===== src/rtl/phase_gen_n.sv =====
// Multi-phase non-overlapping strobe generator: one-hot PH enables with programmable
// width, fixed dead-time gap, free-run/single-step modes and round-complete signalling.
module phase_gen_n #(
    parameter int unsigned PHASES = 2,
    parameter int unsigned DIV_W  = 4,
    parameter int unsigned GAP    = 1
) (
    input  logic              CLK,
    input  logic              RST,
    input  logic              EN,
    input  logic              MODE,
    input  logic              STEP,
    input  logic [DIV_W-1:0]  DIV,
    output logic [PHASES-1:0] PH,
    output logic              O_S,
    output logic              CYC_DONE,
    output logic              BUSY
);

    localparam int unsigned IDX_W = (PHASES > 1) ? $clog2(PHASES) : 1;
    localparam int unsigned CNT_W = (DIV_W > 2) ? DIV_W : 2;
    localparam logic [IDX_W-1:0] LAST_IDX = IDX_W'(PHASES - 1);
    localparam logic [CNT_W-1:0] GAP_END  = CNT_W'(GAP - 1);

    typedef enum logic [1:0] {
        S_IDLE   = 2'd0,
        S_ACTIVE = 2'd1,
        S_GAP    = 2'd2
    } state_t;

    state_t             state, stateN;
    logic [IDX_W-1:0]   idx, idxN;
    logic [CNT_W-1:0]   cnt, cntN;
    logic [DIV_W-1:0]   divQ, divN;
    logic               phaseDone;
    logic               lastN;
    logic [PHASES-1:0]  phN;

    // State, counters and registered outputs
    always_ff @(posedge CLK or posedge RST) begin
        if (RST) begin
            state    <= S_IDLE;
            idx      <= '0;
            cnt      <= '0;
            divQ     <= '0;
            PH       <= '0;
            O_S      <= 1'b1;
            CYC_DONE <= 1'b0;
            BUSY     <= 1'b0;
        end else begin
            state    <= stateN;
            idx      <= idxN;
            cnt      <= cntN;
            divQ     <= divN;
            PH       <= phN;
            CYC_DONE <= lastN;
            BUSY     <= (stateN != S_IDLE);
            // CYC_DONE marks the current cycle as the round's last one
            if (CYC_DONE) begin
                O_S <= ~O_S;
            end
        end
    end

    // Next-state logic; outputs are looked ahead one cycle so they can be registered
    always_comb begin
        stateN    = state;
        idxN      = idx;
        cntN      = cnt;
        divN      = divQ;
        phaseDone = 1'b0;
        lastN     = 1'b0;
        phN       = '0;

        case (state)
            S_IDLE: begin
                if ((!MODE && EN) || (MODE && STEP)) begin
                    stateN = S_ACTIVE;
                    idxN   = '0;
                    cntN   = '0;
                    divN   = DIV;
                end
            end
            S_ACTIVE: begin
                if (cnt == CNT_W'(divQ)) begin
                    if (GAP > 0) begin
                        stateN = S_GAP;
                        cntN   = '0;
                    end else begin
                        phaseDone = 1'b1;
                    end
                end else begin
                    cntN = cnt + CNT_W'(1);
                end
            end
            S_GAP: begin
                if (cnt == GAP_END) begin
                    phaseDone = 1'b1;
                end else begin
                    cntN = cnt + CNT_W'(1);
                end
            end
            default: begin
                stateN = S_IDLE;
                idxN   = '0;
                cntN   = '0;
            end
        endcase

        // Phase advance; a finished round either wraps seamlessly or parks in IDLE
        if (phaseDone) begin
            cntN = '0;
            if (idx == LAST_IDX) begin
                idxN = '0;
                if (!MODE && EN) begin
                    stateN = S_ACTIVE;
                    divN   = DIV;
                end else begin
                    stateN = S_IDLE;
                end
            end else begin
                stateN = S_ACTIVE;
                idxN   = idx + IDX_W'(1);
                divN   = DIV;
            end
        end

        if (GAP > 0) begin
            lastN = (idxN == LAST_IDX) && (stateN == S_GAP) && (cntN == GAP_END);
        end else begin
            lastN = (idxN == LAST_IDX) && (stateN == S_ACTIVE) && (cntN == CNT_W'(divN));
        end

        if (stateN == S_ACTIVE) begin
            phN = PHASES'(1) << idxN;
        end
    end

endmodule

===== config.mk =====
export PLATFORM = sky130hd
export DESIGN_NAME = phase_gen_n
export DESIGN_NICKNAME = d
export VERILOG_FILES = /design/src/rtl/phase_gen_n.sv
export SDC_FILE = /design/constraint.sdc
export NUM_CORES = 1
export LEC_CHECK = 0
export ABC_AREA = 0
export CAP_MARGIN = 20
export CORE_MARGIN = 2
export CORE_UTILIZATION = 54
export CTS_CLUSTER_SIZE = 40
export DETAILED_ROUTE_END_ITERATION = 10
export DONT_BUFFER_PORTS = 1
export HOLD_SLACK_MARGIN = 0.1
export PLACE_DENSITY_LB_ADDON = 0.08
export SLEW_MARGIN = 25
export SYNTH_ARGS = -nofsm -noshare
export SYNTH_HDL_FRONTEND = slang
export SYNTH_SLANG_ARGS = --single-unit

===== constraint.sdc =====
create_clock -name CLK -period 1.9 [get_ports CLK]
set_clock_uncertainty 0.2 [all_clocks]
set_input_delay 0.095 -clock CLK [delete_from_list [all_inputs] [get_ports CLK]]
set_output_delay 0.095 -clock CLK [all_outputs]
set_load 0.05 [all_outputs]

==> impl_metrics.tcl, run 1 <==
set metrics [dict create \
    r2r-end "divQ[1]" \
    final_max_slew_viol_count 0 \
    diodes 0 \
    crit_family "simple AND/OR/NAND/NOR gates" \
    hold_viol 0 \
    die_height_um 45.6 \
    cts-root-buf "clkbuf_4" \
    synth_most_common_cell "dfrtp_1" \
    drt_iter0_drc 22 \
    critPathMaxStageDelay_ns 0.39 \
    async_flop_share 1.00 \
    crit_slowest_cell "dfrtp_1" \
    ant_nets 0 \
    worst-path-stages 6 \
    start_util 0.560 \
    final_util 0.772 \
    drt_wl_total_um 2250 \
    yosys.area.top_type_share 0.401 \
    via_per_inst 5.95 \
    die_area_sq_mm 0.00208 \
    setup_tns_ns -0.261 \
    worst_slew_pin_slew_ns 0.585 \
    fmax_ghz 0.511 \
    worstSetupPathType "reg -> reg" \
    rsz0062_at_grt "yes" \
    path_cells "inv_1 -> ha_2 -> nor4bb_4 -> nor2_1 -> o221a_2 -> mux2_2" \
    drv_cap 0 \
    dr.pass1.iters 4 \
    die_w_um 45.6 \
    synth-edff-count 0 \
    grt_pass1_vias 762 \
    setup_slack_ns -0.0570 \
    ys_seq_area_frac 0.429 \
    synth_area_sq_um 936 \
    hpwl_um 1460 \
    cts_made_buffers 3 \
    power_density_mw_per_mm2 1680 \
    core_area_sq_mm 0.00167 \
    ys_top_cells_by_count "dfrtp_1 (15), inv_1 (8), nor2_1 (7)" \
    fin_crit_ns 1.96 \
    htree_num_levels 1 \
    yosys_most_used_dff "dfrtp_1" \
    clock_sinks 16 \
    grt_use_total 0.243 \
    vdd_drop_max_v 0.00112 \
    ys_ff_latch 16 \
    total_power_uw 2170 \
    ys_warn_count 0 \
    fin_nets 135 \
    ioPinCount 14 \
    r2r_cells 6 \
    synth_cell_types 39 \
    hp-class "in -> async" \
    startpoint "cnt[1]" \
    grt_start_max_net_pins 17 \
    cp_num_buf_inv 1 \
    grt_pass1_wl_um 3560 \
    syn_avg_cell_area_sq_um 10.3 \
    clk_pin_slew_ns 0.09 \
    status "finished, violations left" \
    via_count 809 \
    min_period_over_period 1.03 \
    setup.worst_path.end_class "flip-flop" \
    arrival_ns 1.92 \
    p_leak_uw 0.000578 \
    clockBufferDepth 2 \
    syn_nets 106 \
    wl_per_cell_um 16.6 \
    layout-area-overhead-vs-synth_pct 37.8 \
    antenna_found_initial 0 \
    crit_path_end "divQ[1]" \
    syn_inst 91 \
    reg2reg_from "cnt[1]" \
    worstPathRequired_ns 1.87 \
    port_buffers 0 \
    slew_headroom 0.610 \
    overflow 0 \
    drive_gt1_frac 0.395 \
    violations "negative setup slack" \
    setup_viol 6 \
    synth.area.top_cells "dfrtp_1 (40%), ha_1 (8.0%), mux2_2 (4.8%)" \
    rrSetupSlack_ns -0.06 \
    worstPathMaxFanout 4 \
    yosysTopAreaCell "dfrtp_1" \
    rows 15 \
    drc 0 \
    gp_congestion 0.984 \
    cts_tree "done" \
    clk_latency_ns 0.28 \
    nFillCells 107 \
    cp-start-kind "flip-flop" \
]
logic make-up after synthesis:
group,count (synthesis),share of synthesized area
simple gates,33,0.203
compound gates,16,0.132
flops,16,0.429
buf+inv,10,0.0441
fa+ha+maj,6,0.0802
xor+xnor,5,0.0468
mux,5,0.0642
metrics by stage:
| stage | cells | instance area (sq um) | hold WS (ns) | setup slack [ns] |
|---|---|---|---|---|
| global placement | 118 | 1050 | -0.138 | -0.0844 |
| floorplan | 91 | 953 | -0.192 | -0.0610 |
| finish | 136 | 1290 | 0.116 | -0.0570 |
| CTS | 130 | 1180 | 0.101 | -0.0336 |
| detailed placement | 118 | 1050 | -0.123 | -0.0764 |
| global route | 136 | 1290 | 0.111 | -0.140 |
worst register-to-register path, stage by stage (launching register included):
cell and delay [ns]:
dfrtp_1 0.39, inv_1 0.07, ha_2 0.17, nor4bb_4 0.35, nor2_1 0.09, o221a_2 0.29
mux2_2 0.29
area by class of cell:
cell class | instances | area [sq um] | share of cell area
tap | 17 | 21.3 | 0.0165
sequential | 16 | 402 | 0.311
timing repair buffer | 25 | 208 | 0.161
multi-input combinational | 65 | 599 | 0.465
clock buffer | 4 | 26.3 | 0.0204
inverter | 9 | 33.8 | 0.0262
sequential cells by signal, indices dropped and copies added, names as in the netlist:
| register | count |
|---|---|
| CYC_DONE | 1 |
| divQ | 4 |
| state | 2 |
| cnt | 4 |
| PH | 2 |
| O_S | 1 |
| BUSY | 1 |
| idx | 1 |
cell usage in the layout (no fill, tap or decap), types with 2 or more instances in the layout:
cell type	Yosys	final
a21oi_1	4	3
buf_4	1	17
clkbuf_4	0	3
dfrtp_1	15	15
dlygate4sd3_1	0	8
ha_1	6	4
ha_2	0	2
inv_1	8	6
inv_2	1	3
mux2_2	4	4
nand2_1	6	6
nand2b_1	4	4
nand3_1	2	2
nor2_1	7	7
nor2_4	1	2
or2_4	0	2
xnor2_4	0	2
timing repair:
action | 4_1_cts | 5_1_grt
hold endpoints to repair | 22 | 0
buffers inserted | 0 | 6
resized for setup | 4 | 13
setup endpoints to repair | 10 | 11
hold buffers | 8 | 0
pin swaps | 1 | 6
routing by layer:
metal  GRT usage  share of wire
met5           0              0
met4      0.0294          0.014
met3      0.0556          0.032
met2       0.425           0.55
met1       0.313           0.41
worst min-delay path by stage:
stage,depth (start not counted),startpoint,to,slack (ns)
after floorplan,1,RST,BUSY,-0.19
after global placement,1,RST,cnt[1],-0.14
after detailed placement,1,RST,cnt[1],-0.12
after CTS,3,STEP,divQ[3],0.10
after global routing,3,STEP,divQ[3],0.11
final,2,RST,CYC_DONE,0.12
power by group:
part	internal [uW]	switching, uW
Combinational	680	593
Clock	81.4	102
Sequential	477	239
Total	1240	935
Power figures use the tool's default switching activity.
==> run 2, diff against run 1 <==
--- a/config.mk
+++ b/config.mk
@@ -7,13 +7,17 @@
 export LEC_CHECK = 0
 export ABC_AREA = 0
 export CAP_MARGIN = 20
+export CELL_PAD_IN_SITES_DETAIL_PLACEMENT = 1
+export CELL_PAD_IN_SITES_GLOBAL_PLACEMENT = 2
+export CORE_ASPECT_RATIO = 0.5
 export CORE_MARGIN = 2
-export CORE_UTILIZATION = 54
+export CORE_UTILIZATION = 34
 export CTS_CLUSTER_SIZE = 40
 export DETAILED_ROUTE_END_ITERATION = 10
 export DONT_BUFFER_PORTS = 1
 export HOLD_SLACK_MARGIN = 0.1
 export PLACE_DENSITY_LB_ADDON = 0.08
+export RECOVER_POWER = 25
 export SLEW_MARGIN = 25
 export SYNTH_ARGS = -nofsm -noshare
 export SYNTH_HDL_FRONTEND = slang
==> run 2 against run 1 <==
  * Fmax up 0.91%
  * Critical path type unchanged
  * Combinational power grew 11%
  * Final area is 13% higher
  * Worst hold slack gained 0.028 ns
  * The run still ends with negative setup slack left
==> impl_metrics.tcl, run 2 (synthesis gave the netlist of run 1 again) <==
set metrics [dict create \
    status "finished, violations left" \
    violations "negative setup slack" \
    instances_no_fill 162 \
    setup.worst_path.end_class "flip-flop" \
    hp-class "in -> reg" \
    rrSetupSlack_ns -0.04 \
    drc 0 \
    rsz0062_at_grt "yes" \
    port_buffers 0 \
    cp-start-kind "flip-flop" \
    worstPathRequired_ns 1.88 \
    slew_headroom 0.562 \
    fin_nets 141 \
    final_util 0.560 \
    vdd_drop_max_v 0.000667 \
    design_area_sq_mm 0.00146 \
    p_leak_uw 0.000639 \
    ioPinCount 14 \
    setup_viol 5 \
    placed_cells 143 \
    worst_slew_pin_slew_ns 0.656 \
    via_count 801 \
    clockBufferDepth 2 \
    layout-area-overhead-vs-synth_pct 55.6 \
    setup_slack_ns -0.0393 \
    die_height_um 41.1 \
    drt_wl_total_um 2710 \
    cts-root-buf "clkbuf_8" \
    sw_frac_of_total 0.417 \
    grt_pass1_wl_um 4050 \
    drive_gt1_frac 0.496 \
    htree_num_levels 1 \
    placed_area_sq_mm 0.00111 \
    clk_latency_ns 0.25 \
    worstSetupPathType "reg -> reg" \
    wl_per_cell_um 16.7 \
    clock_sinks 16 \
    power_switching_uw 1020 \
    final_cell_mix "buf_4 (22), dfrtp_1 (12), dlygate4sd3_1 (8)" \
    diodes 0 \
    cts_made_buffers 3 \
    fmax_ghz 0.516 \
    r2r-end "CYC_DONE" \
    dr.pass1.iters 4 \
    power_density_mw_per_mm2 1690 \
    ant_nets 0 \
    final_max_slew_viol_count 0 \
    grt_pass1_vias 780 \
    die_w_um 78.2 \
    setup_tns_ns -0.104 \
    via_per_inst 4.94 \
    grt_start_max_net_pins 17 \
    place_ws_ns -0.170 \
    min_period_over_period 1.02 \
    reg2reg_from "state[1]" \
    hpwl_um 1830 \
    start_util 0.360 \
    worstHoldEndpoint "state[0]" \
    gp_congestion 0.857 \
    grt_use_total 0.177 \
    worstPathMaxFanout 5 \
    p_clk_frac 0.126 \
    hold_depth 4 \
    cts_tree "done" \
    hold_viol 0 \
    die_area_sq_mm 0.00321 \
    final_common_cell "buf_4" \
    clk_pin_slew_ns 0.06 \
    p_comb_frac 0.572 \
    fin_crit_ns 1.94 \
    pwr-share-seq 0.301 \
    overflow 0 \
    rows 13 \
    r2r_cells 8 \
    power.internal_uw 1430 \
    core_area_sq_mm 0.00260 \
    top_regs "cnt: 4 flops, divQ: 4 flops" \
    min_from "EN" \
    antenna_found_initial 0 \
    drv_cap 0 \
    drt_iter0_drc 52 \
    arrival_ns 1.92 \
]
run 2: cell types whose count changed in the layout (fill, tap and decap cells not counted), sizes merged:
cell,delta
buf,+6
run 2: per-stage QoR:
step / power [uW] / hold slack [ns]
detailed placement: 1690 / -0.0884
global placement: 1650 / -0.108
floorplan: 1320 / -0.192
global route: 2630 / 0.182
CTS: 2190 / 0.109
finish: 2460 / 0.144
run 2: final cells by class:
class | instances | area (sq um)
clock buffers | 4 | 55.1
repair buffers | 31 | 256
flip-flops and latches | 16 | 405
multi-input cells | 65 | 659
fillers | 295 | 1150
well taps | 37 | 46.3
inverters | 9 | 33.8
run 2: worst max-delay path by stage:
stage	end	slack, ns	cells past startpoint	from
after floorplan	CYC_DONE	-0.06	8	state[0]
after global placement	CYC_DONE	-0.19	7	state[0]
after detailed placement	CYC_DONE	-0.17	7	state[0]
after CTS	divQ[3]	-0.06	6	cnt[1]
after global routing	CYC_DONE	-0.15	8	state[1]
final	CYC_DONE	-0.04	8	state[1]
run 2: power groups by stage:
stage | Combinational [uW] | Sequential [uW] | Clock, uW
after floorplan | 628 | 695 | 0
after global placement | 955 | 698 | 0
after detailed placement | 987 | 700 | 0
after CTS | 1170 | 706 | 322
after global routing | 1530 | 760 | 343
final | 1410 | 740 | 311
run 2: timing repair:
item / 4_1_cts / 5_1_grt
resized for setup: 14 / 16
endpoints found under the hold margin: 21 / 0
setup endpoints to repair: 12 / 12
setup buffers: 2 / 5
pin swaps: 4 / 9
hold buffers: 8 / 0
run 2: layer usage:
metal	wire, um	vias up	GRT usage	part of all wire
met5	0	-	0	0
met4	34	0	0.0307	0.013
met3	129	4	0.0573	0.048
li1	-	385	-	-
met2	1190	21	0.295	0.44
met1	1360	391	0.234	0.50
run 2: critical path, stage by stage, from the launching register on:
cell	delay, ns
dfrtp_2	0.45
inv_1	0.10
ha_2	0.21
inv_1	0.07
nor2_4	0.15
nand2_1	0.07
a221o_1	0.35
inv_2	0.10
and4_1	0.19
